===== src/rtl/ram_pkg.sv =====
// rtl/ram_pkg.sv - shared write-mode encodings and controller state type for ram_sp_param
package ram_pkg;

    localparam int WM_WRITE_FIRST = 0;
    localparam int WM_READ_FIRST  = 1;
    localparam int WM_NO_CHANGE   = 2;

    typedef enum logic {
        ST_IDLE  = 1'b0,
        ST_CLEAR = 1'b1
    } state_t;

endpackage


===== src/rtl/ram_core.sv =====
// rtl/ram_core.sv - storage array with write-mode dependent read result mux
module ram_core
    import ram_pkg::*;
#(
    parameter int DATA_WIDTH = 8,
    parameter int ADDR_WIDTH = 4,
    parameter int WRITE_MODE = WM_WRITE_FIRST
) (
    input  logic                  clk,
    input  logic                  we,
    input  logic [ADDR_WIDTH-1:0] addr,
    input  logic [DATA_WIDTH-1:0] din,
    output logic [DATA_WIDTH-1:0] rd_data,
    output logic                  rd_ok
);

    logic [DATA_WIDTH-1:0] mem [0:(2**ADDR_WIDTH)-1];

    always_ff @(posedge clk) begin
        if (we) begin
            mem[addr] <= din;
        end
    end

    // The array read is pre-write, so read-first needs no special case.
    always_comb begin
        rd_data = mem[addr];
        rd_ok   = 1'b1;
        if (we) begin
            if (WRITE_MODE == WM_WRITE_FIRST) begin
                rd_data = din;
            end else if (WRITE_MODE == WM_NO_CHANGE) begin
                rd_ok = 1'b0;
            end
        end
    end

endmodule


===== src/rtl/ram_sp_param.sv =====
// rtl/ram_sp_param.sv - single-port RAM with clear sweep, write modes and optional output register
module ram_sp_param
    import ram_pkg::*;
#(
    parameter int DATA_WIDTH     = 8,
    parameter int ADDR_WIDTH     = 4,
    parameter int WRITE_MODE     = 0,
    parameter int OUT_REG        = 0,
    parameter int CLEAR_ON_RESET = 1
) (
    input  logic                  clka,
    input  logic                  rsta,
    input  logic                  ena,
    input  logic                  wea,
    input  logic [ADDR_WIDTH-1:0] addra,
    input  logic [DATA_WIDTH-1:0] dina,
    output logic [DATA_WIDTH-1:0] douta,
    output logic                  douta_valid,
    output logic                  busy
);

    localparam logic [ADDR_WIDTH:0] CLR_LAST = (ADDR_WIDTH+1)'((2**ADDR_WIDTH) - 1);

    state_t                state;
    logic [ADDR_WIDTH:0]   clr_addr;
    logic                  accept;
    logic                  clr_we;
    logic                  core_we;
    logic [ADDR_WIDTH-1:0] core_addr;
    logic [DATA_WIDTH-1:0] core_din;
    logic [DATA_WIDTH-1:0] rd_data;
    logic                  rd_ok;
    logic                  s1_valid;
    logic [DATA_WIDTH-1:0] s1_data;

    assign accept    = ena && !busy && !rsta;
    assign clr_we    = (state == ST_CLEAR) && !rsta;
    assign core_we   = clr_we || (accept && wea);
    assign core_addr = clr_we ? clr_addr[ADDR_WIDTH-1:0] : addra;
    assign core_din  = clr_we ? '0 : dina;

    ram_core #(
        .DATA_WIDTH(DATA_WIDTH),
        .ADDR_WIDTH(ADDR_WIDTH),
        .WRITE_MODE(WRITE_MODE)
    ) u_core (
        .clk    (clka),
        .we     (core_we),
        .addr   (core_addr),
        .din    (core_din),
        .rd_data(rd_data),
        .rd_ok  (rd_ok)
    );

    always_ff @(posedge clka) begin
        if (rsta) begin
            state    <= (CLEAR_ON_RESET != 0) ? ST_CLEAR : ST_IDLE;
            busy     <= (CLEAR_ON_RESET != 0);
            clr_addr <= '0;
        end else if (state == ST_CLEAR) begin
            clr_addr <= clr_addr + 1'b1;
            if (clr_addr == CLR_LAST) begin
                state <= ST_IDLE;
                busy  <= 1'b0;
            end
        end
    end

    always_ff @(posedge clka) begin
        if (rsta) begin
            s1_valid <= 1'b0;
            s1_data  <= '0;
        end else begin
            s1_valid <= accept && rd_ok;
            if (accept && rd_ok) begin
                s1_data <= rd_data;
            end
        end
    end

    generate
        if (OUT_REG != 0) begin : g_out_reg
            logic                  s2_valid;
            logic [DATA_WIDTH-1:0] s2_data;

            always_ff @(posedge clka) begin
                if (rsta) begin
                    s2_valid <= 1'b0;
                    s2_data  <= '0;
                end else begin
                    s2_valid <= s1_valid;
                    if (s1_valid) begin
                        s2_data <= s1_data;
                    end
                end
            end

            assign douta       = s2_data;
            assign douta_valid = s2_valid;
        end else begin : g_no_out_reg
            assign douta       = s1_data;
            assign douta_valid = s1_valid;
        end
    endgenerate

endmodule


===== config.mk =====
export PLATFORM = sky130hd
export DESIGN_NAME = ram_sp_param
export DESIGN_NICKNAME = d
export VERILOG_FILES = /design/src/rtl/ram_pkg.sv /design/src/rtl/ram_core.sv /design/src/rtl/ram_sp_param.sv
export SDC_FILE = /design/constraint.sdc
export NUM_CORES = 1
export LEC_CHECK = 0
export CAP_MARGIN = 40
export CORE_MARGIN = 2
export CORE_UTILIZATION = 30
export DETAILED_ROUTE_END_ITERATION = 8
export GPL_TIMING_DRIVEN = 0
export PLACE_DENSITY = 0.55
export SETUP_SLACK_MARGIN = 0.02
export SYNTH_ARGS = -nofsm -noshare
export SYNTH_HDL_FRONTEND = slang
export SYNTH_SLANG_ARGS = --single-unit

===== constraint.sdc =====
create_clock -name clka -period 3 [get_ports clka]
set_clock_uncertainty 0.1 [all_clocks]
set_input_delay 0.6 -clock clka [delete_from_list [all_inputs] [get_ports clka]]
set_output_delay 0.6 -clock clka [all_outputs]
set_load 0.01 [all_outputs]

# Word-level counts from Yosys, hierarchy flattened
# Memories as Yosys holds them, arrays and structs flattened. A register that Yosys moved wholly into a read port is not among the register bits.
# Cells that the tools add are included.
word_totals:
  elab_cells: 21
  mem_count: 1
  regBits: 8
  output_inout_bits: 10
  mem_bits_rw: 128
  inputBits: 16
classes:
  eq_ne: 1
  n_addsub: 1
  n_mux: 6
  n_reduce_logical: 8
memory_table:
  columns: ["memory", "depth", "word_bits", "rd", "rd_clocked_by_memory_dff", "write_ports", "line", "source"]
  rows:
  - ["u_core.mem", 16, 8, 1, 1, 1, "ram_core.sv:17", "logic [DATA_WIDTH-1:0] mem [0:(2**ADDR_WIDTH)-1];"]
op_table:
  columns: ["op", "count"]
  rows:
  - ["$mux W8", 1]
  - ["$add A5 B1 Y5 const B", 1]
  - ["$eq A5 B4 Y1 const B", 1]
  - ["$logic_and A1 B1 Y1", 4]
  - ["$mux W1", 4]
  - ["$mux W4", 1]
  - ["$logic_not A1 Y1", 2]
  - ["$reduce_and A2 Y1", 1]
  - ["$logic_or A1 B1 Y1", 1]

# Depth between registers and ports, before layout
# Gate-level depths: netlist of run 1.
depth:
  ltp_word: 7
  mapped_depth: 8
  ltp_nobuf: 6

# Hierarchy
# From an unflattened synthesis of run 1, not the netlist that was laid out.
unflattened:
  hier_cells: 347
  area_unflattened_um2: 6000.8
modules_own_cells:
  columns: ["mod", "cells_each", "seq_area_each_um2", "area_per_inst_um2", "n_inst"]
  rows:
  - ["ram_core", 263, 3843.7, 5167.5, 1]
  - ["ram_sp_param", 84, 320.3, 833.3, 1]

# Worst setup path after synthesis of run 1
# No wires, ideal clock.
synth_timing:
  path_type: "input port to flip-flop"
  startpoint: "input rsta"
  endpoint: "memory u_core.mem[0][0], enable pin"
  arrival_time_ns: 1.920
  n_path_buf: 2
  setup_time_ns: 0.370
  required_time_ns: 2.530
  path_stages: 8
  setup_slack_ns: 0.609
  path_cell_list: "buf_4 -> nor3b_2 -> and2_1 -> buf_2 -> inv_1 -> nand2_1 -> nand2_1 -> nor2_1"
synth_via:
  elab_chain_len: 6
  word_cells_on_any_way: 8
  cone_classes: "3 x mux; 5 x reduce/logical"
synth_rtl:
  columns: ["element", "line", "source"]
  rows:
  - ["start: declaration", "ram_sp_param.sv:12", "input logic rsta,"]
  - ["$logic_not A1 Y1 *", "ram_sp_param.sv:36, ram_sp_param.sv:37", null]
  - ["$logic_and A1 B1 Y1", "ram_sp_param.sv:36", "assign accept = ena && !busy && !rsta;"]
  - ["$logic_and A1 B1 Y1", "ram_sp_param.sv:38", "assign core_we = clr_we || (accept && wea);"]
  - ["$logic_or A1 B1 Y1", "ram_sp_param.sv:38", null]
  - ["$mux W1", "ram_core.sv:20", "if (we) begin"]
  - ["$mux W1 (implied by the code)", "ram_core.sv:21", "mem[addr] <= din;"]
  - ["end: declaration", "ram_core.sv:17", null]
# Mark *: on every way between the ends. The rest lies on a longest branch, timed or not.

# Worst setup path in the final report of run 1
layout_timing:
  startpoint: "input rsta"
  endpoint: "memory u_core.mem[0][6], enable pin"
# The elaborated chain is that of the path after synthesis.

==> results of run 1 <==
-- through the flow --
stage	instances	utilization [%]	power [mW]	TNS, ns
2_1_floorplan	362	-	2.46	0
3_3_place_gp	621	33.2	2.57	-56.01
3_5_place_dp	621	33.2	2.58	-58.24
4_1_cts	648	35.8	4.30	0
5_1_grt	648	36.0	4.42	-6.98
6_report	648	36.0	4.27	-0.000610
-- cell type report --
| type | count | area [sq um] | area share (%) |
|---|---|---|---|
| Timing Repair Buffer | 25 | 250 | 3.74 |
| Clock inverter | 4 | 17.5 | 0.262 |
| Buffer | 21 | 144 | 2.15 |
| Sequential cell | 144 | 4160 | 62.3 |
| Clock buffer | 23 | 448 | 6.70 |
| Inverter | 7 | 26.3 | 0.393 |
| Multi-Input combinational cell | 190 | 1340 | 20.1 |
| Tap cell | 234 | 293 | 4.38 |
-- registers in the layout (all words and copies together), names as in the netlist --
| register | cells |
|---|---|
| state | 1 |
| douta_valid | 1 |
| douta | 8 |
| busy | 1 |
| u_core.mem | 128 |
| clr_addr | 5 |
-- cells by family (layout without fill, tap and decap cells) --
| group | after synthesis | after routing | synth area share, % |
|---|---|---|---|
| XOR/XNOR | 3 | 3 | 0.467 |
| AND/OR/NAND/NOR | 61 | 61 | 6.05 |
| buffers and inverters | 28 | 80 | 3.02 |
| multiplexers | 2 | 2 | 0.356 |
| adder cells (fa/ha/maj) | 2 | 2 | 0.444 |
| flip-flops | 144 | 144 | 74.0 |
| AO/OA/AOI/OAI | 122 | 122 | 15.7 |
-- layer usage --
layer | vias up | part of all wire, % | global-route usage, %
met3 | 19 | 4.6 | 3.29
met4 | 0 | 1.9 | 5.42
li1 | 1531 | - | -
met1 | 1637 | 45 | 18.6
met5 | - | 0 | 0
met2 | 90 | 48 | 22.0
-- what timing repair did --
item | CTS | global route
hold buffers | 0 | 0
resized for setup | 5 | 9
endpoints found under the setup margin | 40 | 106
-- critical path: stages --
cell	delay (ns)
clkdlybuf4s50_1	0.45
buf_4	0.20
nor3b_2	0.28
and2_1	0.17
buf_2	0.20
inv_1	0.08
nand2_1	0.12
nand2_1	0.18
nor2_1	0.64
-- placed cells by master, fill, tap and decap left out, types with 10 or more instances in the layout --
master	n
nand2_1	10
a21oi_1	32
a22oi_1	62
a22oi_2	10
dfxtp_1	16
clkbuf_16	17
clkdlybuf4s50_1	25
buf_2	10
nor2_1	14
edfxtp_1	128
-- power by group --
| part | total, mW | leakage, nW | switching, mW | internal (mW) |
|---|---|---|---|---|
| Sequential | 2.23 | 1.30 | 0.0141 | 2.22 |
| Clock | 1.73 | 0.228 | 0.707 | 1.02 |
| Combinational | 0.313 | 0.569 | 0.203 | 0.111 |
-- synthesized netlist by cell type, drive strengths merged (2+ instances only) --
| master | number |
|---|---|
| ha | 2 |
| o21ai | 8 |
| a31oi | 4 |
| clkbuf | 2 |
| nor4 | 8 |
| a31o | 3 |
| inv | 7 |
| dfxtp | 16 |
| a21o | 2 |
| nor3b | 3 |
| edfxtp | 128 |
| buf | 19 |
| and2 | 9 |
| a21oi | 32 |
| xor2 | 2 |
| nand2 | 10 |
| nor2 | 23 |
| a22oi | 72 |
| mux2i | 2 |
-- how the worst max path moves through the flow --
stage,startpoint,endpoint,slack [ns]
2_1_floorplan,rsta,u_core.mem[0][0]$_DFFE_PP_,0.61
6_report,rsta,u_core.mem[0][6]$_DFFE_PP_,-0.0006
3_5_place_dp,rsta,u_core.mem[3][2]$_DFFE_PP_,-0.67
3_3_place_gp,rsta,u_core.mem[3][0]$_DFFE_PP_,-0.66
5_1_grt,rsta,u_core.mem[13][1]$_DFFE_PP_,-0.15
4_1_cts,rsta,u_core.mem[11][6]$_DFFE_PP_,0.02
==> impl_results.md, run 1 <==
* Status: complete, but fails checks
* Violated checks: setup timing
* DIE WIDTH at between 100 and 150 um
* Crit. End Element: flop
* Mapped Nets at 380
* Number of synthesized flops with an enable pin at about 130
* Total core area at between 0.015 and 0.02 sq mm
* FP Rows at 50
* Num CTS Buffers at 17
* Syn Std Cell Area at 0.00563 sq mm
* Clock Latency Late Sink at just over 0.4 ns
* All-Layer GR Usage at between 10% and 20%
* Layout area overhead at 18.7%
* Peak supply drop at slightly below 0.5 mV
* Vias/cell at slightly above 5
* Die Area at roughly 0.020 sq mm
* Iter 0 DRT Violations at 320
* Root buf cell: clkbuf_16
* Slew margin rel. at 46.7%
* Critical Path RT at roughly 2.9 ns
* Grt total ovfl at 0
* Vias in the first global route at 3,237
* Via Count at about 3,300
* Final period util at 100%
* Asr flop ratio synth at 0%
* Reg2reg setup slack at around 0.4 ns
* Initial antenna violation count at 0
* Min-Delay Path Depth at 2
* WL/cell at approximately 20 um
* Max-Cap Viols at 0
* Max Fclk at around 330 MHz
* Pin count of the biggest net entering global routing at 18
* Pre-CTS WS at -0.672 ns
* Antenna viol nets, final at 0
* Hold_sp: clr_addr[4]$_SDFFE_PP0P_
* H-tree Lvls at 4
* Crit Path Class: in -> reg
* Worst Hold Class: reg -> reg
* Max-slew violations at 0
* Clock transition at path regs at approximately 0.050 ns
* Post-synth top area share at 68.3%
* CTS tree: yes
* Synth cell types at 35
* Diodes inserted at 0
* Final worst slack at -0.000610 ns
* NumNets Final at roughly 420
* Hold Path End: clr_addr[4]$_SDFFE_PP0P_
* WL final at ~13,000 um
* DP HPWL at between 8000 and 9000 um
* Synthesized flop and latch total at 144
* Residual DRC at 0
* Final min period at between 3 and 4 ns
* Clock Sinks at around 140
* Mapped Cells at roughly 360
* P_leak at 2.10 nW
* Crit path launch type: input pin
* Reg2reg end: u_core.mem[1][0]$_DFFE_PP_
* Power density over cell area at roughly 640 mW/mm^2
* RSZ-0062 raised after global routing: true
* Layout cells sized above 1 at approximately 16%
* WHS at around 0.40 ns
* GP Congestion at roughly 0.80
* Area leader, netlist: edfxtp_1
* Warnings, synthesis at 0
* Post-DP Area at 0.00617 sq mm
* Worst Tran Pin Value at 0.800 ns
* Filler Cells Inserted at 1,735
* Post-route cell area at between 0.006 and 0.007 sq mm
* Primary FF master, synth: edfxtp_1
* Drt first pass iters at 7
* Sequential-to-total area share from yosys stat at about three quarters
* Setup bufs post-CTS at 0
* First-pass GRT wire length at about 20,000 um
* Mean Syn Cell Area at between 15 and 20 sq um
* R2R cell count at 5
* CP max FO at 10
* Critical Path AT at about 2.9 ns
* Setup violations, final at 1
* Initial Utilization at 30.3%
* Max Root-Sink Buffers at 2
* Synth top area cells: edfxtp_1 (68%), a22oi_1 (8.3%), dfxtp_1 (5.7%)
* I/O pin count at 26
* DIE HEIGHT at 141 um
* Reg2reg start: clr_addr[0]$_SDFFE_PP0P_
* Port Buffer Count at 25
* Hold Vio Cnt, Final at 0
Power figures use the tool's default switching activity.
==> run 2, diff against run 1 <==
--- a/config.mk
+++ b/config.mk
@@ -12,2 +12,3 @@
 export GPL_TIMING_DRIVEN = 0
+export MAX_ROUTING_LAYER = met4
 export PLACE_DENSITY = 0.55
--- a/constraint.sdc
+++ b/constraint.sdc
@@ -4,2 +4,2 @@
 set_output_delay 0.6 -clock clka [all_outputs]
-set_load 0.01 [all_outputs]
+set_load 0.05 [all_outputs]
==> run 2 against run 1 <==
Compared with the run above:
- the run now ends clean
- non-clock buffer count unchanged
- final cell count is the same
- die area stayed put
- via count about the same
- clock power about the same
- combinational power is essentially flat
- fmax up 0.49%
- critical path depth is the same
- routed wire length is 0.11% lower
- final area stayed put
- total power barely moved
- first-iteration DRC count is 0.94% lower
- critical path type unchanged
- largest power group unchanged
==> impl_results.md, run 2 (synthesis gave the netlist of run 1 again) <==
* Status: complete, no violations (was complete, but fails checks)
* Final Power at 4.27 mW (about the same)
* Initial antenna violation count at 0 (unchanged)
* Top reg by flops: u_core.mem (unchanged)
* Port Buffer Count at 25 (unchanged)
* H-tree Lvls at 4 (unchanged)
* FP Rows at 50 (unchanged)
* Top cell by count, worst path: nand2_1 (unchanged)
* Diodes inserted at 0 (unchanged)
* Slowest cell on crit path: nor2_1 (unchanged)
* Initial Utilization at 30.3% (unchanged)
* Buf/Inv on CP at 4 (unchanged)
* Commonest non-fill, non-tap cell in the layout: edfxtp_1 (unchanged)
* Hold Vio Cnt, Final at 0 (unchanged)
* First-pass GRT wire length at 19,900 um (about the same)
* Critical path cell sequence: clkdlybuf4s50_1 -> buf_4 -> nor3b_2 -> and2_1 -> buf_2 -> inv_1 -> nand2_1 -> nand2_1 -> nor2_1 (unchanged)
* Placed Instances at 621 (unchanged)
* P_leak at 2.10 nW (unchanged)
* Clock transition at path regs at 0.05 ns (about the same)
* Non-filler cells, final at 648 (unchanged)
* GP Congestion at 0.815 (was 0.803)
* Num CTS Buffers at 17 (unchanged)
* Post-Route Setup TNS at 0 ns (was -0.000610 ns)
* All-Layer GR Usage at 14.3% (was 13.9%)
* Via Count at 3,276 (was 3,277)
* Vias/cell at 5.06 (about the same)
* Pin count of the biggest net entering global routing at 18 (unchanged)
* Total core area at 0.0186 sq mm (unchanged)
* Crit Path Class: in -> reg (unchanged)
* DP HPWL at 8860 um (unchanged)
* Most frequent cells in the layout: edfxtp_1 (128), a22oi_1 (62), a21oi_1 (32) (unchanged)
* Pre-CTS WS at -0.672 ns (unchanged)
* Setup violations, final at 0 (was 1)
* Worst Hold Class: reg -> reg (unchanged)
* I/O pin count at 26 (unchanged)
* Clock Sinks at 144 (unchanged)
* CTS tree: yes (unchanged)
* Worst path max stage delay at 0.63 ns (was 0.64 ns)
* NumNets Final at 424 (unchanged)
* Setup bufs post-CTS at 0 (unchanged)
* Crit path launch type: input pin (unchanged)
* Family with the most delay on the worst path: simple AND/OR/NAND/NOR gates (unchanged)
* Die Area at 0.0199 sq mm (unchanged)
* Layout area overhead at 18.7% (unchanged)
* Grt total ovfl at 0 (unchanged)
* Max-slew violations at 0 (unchanged)
* Critical Path RT at 2.94 ns (about the same)
* Final worst slack at 0.0140 ns (was -0.000610 ns)
* Power density over cell area at 639 mW/mm^2 (about the same)
* Root buf cell: clkbuf_16 (unchanged)
* Vias in the first global route at 3,240 (was 3,237)
* Crit. End Element: flop (unchanged)
* Reg2reg setup slack at 0.41 ns (was 0.40 ns)
* Iter 0 DRT Violations at 317 (was 320)
* Layout cells sized above 1 at 15.7% (unchanged)
* Slew margin rel. at 46.1% (was 46.7%)
* RSZ-0062 raised after global routing: true (unchanged)
* Max-Cap Viols at 0 (unchanged)
* Drt first pass iters at 5 (was 7)
* CP max FO at 10 (unchanged)
* CTS Hold Bufs at 0 (unchanged)
* Final min period at 2.99 ns (was 3.00 ns)
* Max Fclk at 335 MHz (was 333 MHz)
* Final period util at 99.5% (was 100%)
* Max Root-Sink Buffers at 2 (unchanged)
* Max reg flops at 128 (unchanged)
* WL/cell at 20.2 um (was 20.3 um)
* Crit path launch: rsta (unchanged)
* Antenna viol nets, final at 0 (unchanged)
* Worst Tran Pin Value at 0.808 ns (was 0.800 ns)
* WL final at 13,100 um (about the same)
* Residual DRC at 0 (unchanged)
* Peak supply drop at 0.482 mV (was 0.481 mV)
* WHS at 0.399 ns (about the same)
* Critical Path AT at 2.93 ns (was 2.94 ns)
* DIE HEIGHT at 141 um (unchanged)
* Clock Latency Late Sink at 0.41 ns (about the same)
* Reg2reg start: clr_addr[0]$_SDFFE_PP0P_ (unchanged)
* DIE WIDTH at 141 um (unchanged)
* Hold_sp: clr_addr[4]$_SDFFE_PP0P_ (unchanged)
[run 2: cell counts in the layout (fill, tap and decap cells not counted)]
Identical to the previous run, type by type.
[run 2: metrics by stage]
stage | cell area (sq um) | util, %
after floorplan | 5630 | -
after global placement | 6170 | 33.2
after detailed placement | 6170 | 33.2
after CTS | 6650 | 35.8
after global routing | 6680 | 36.0
final | 6680 | 36.0
[run 2: tightest hold or removal path, cell delays in order (launching register included)]
cell      delay (ns)
dfxtp_1         0.31
nor2_1          0.09
a211oi_1        0.05
[run 2: final timing paths]
kind | to | cells after the start
setup / recovery | u_core.mem[0][6]$_DFFE_PP_ | 9
hold / removal | clr_addr[4]$_SDFFE_PP0P_ | 2
setup reg to reg | u_core.mem[1][0]$_DFFE_PP_ | 5
hold reg to reg | clr_addr[4]$_SDFFE_PP0P_ | 2
[run 2: per-layer routing]
metal / part of all wire (%) / vias up / wire [um] / track usage, %
met4: 1.9 / 0 / 248 / 5.42
met3: 4.1 / 19 / 532 / 3.29
met1: 45 / 1653 / 5950 / 18.6
met5: 0 / - / 0 / -
met2: 49 / 70 / 6380 / 22.0
li1: - / 1534 / - / -
[run 2: power breakdown]
part	internal, mW	switching [mW]	total [mW]
clock network	1.02	0.707	1.73
registers	2.22	0.0140	2.23
logic	0.111	0.203	0.313
[run 2: cell type report]
type / count / area [sq um]
plain buffers: 21 / 144
clock buffers: 23 / 448
clock inverters: 4 / 17.5
fillers: 1735 / 11900
inverters: 7 / 26.3
multi-input cells: 190 / 1340
flip-flops and latches: 144 / 4160
well taps: 234 / 293
repair buffers: 25 / 250
[run 2: what timing repair did]
item                       CTS  global route
hold endpoints to repair     0             0
setup endpoints to repair   40           106
resized for setup            5             9
pin swaps                    0             0
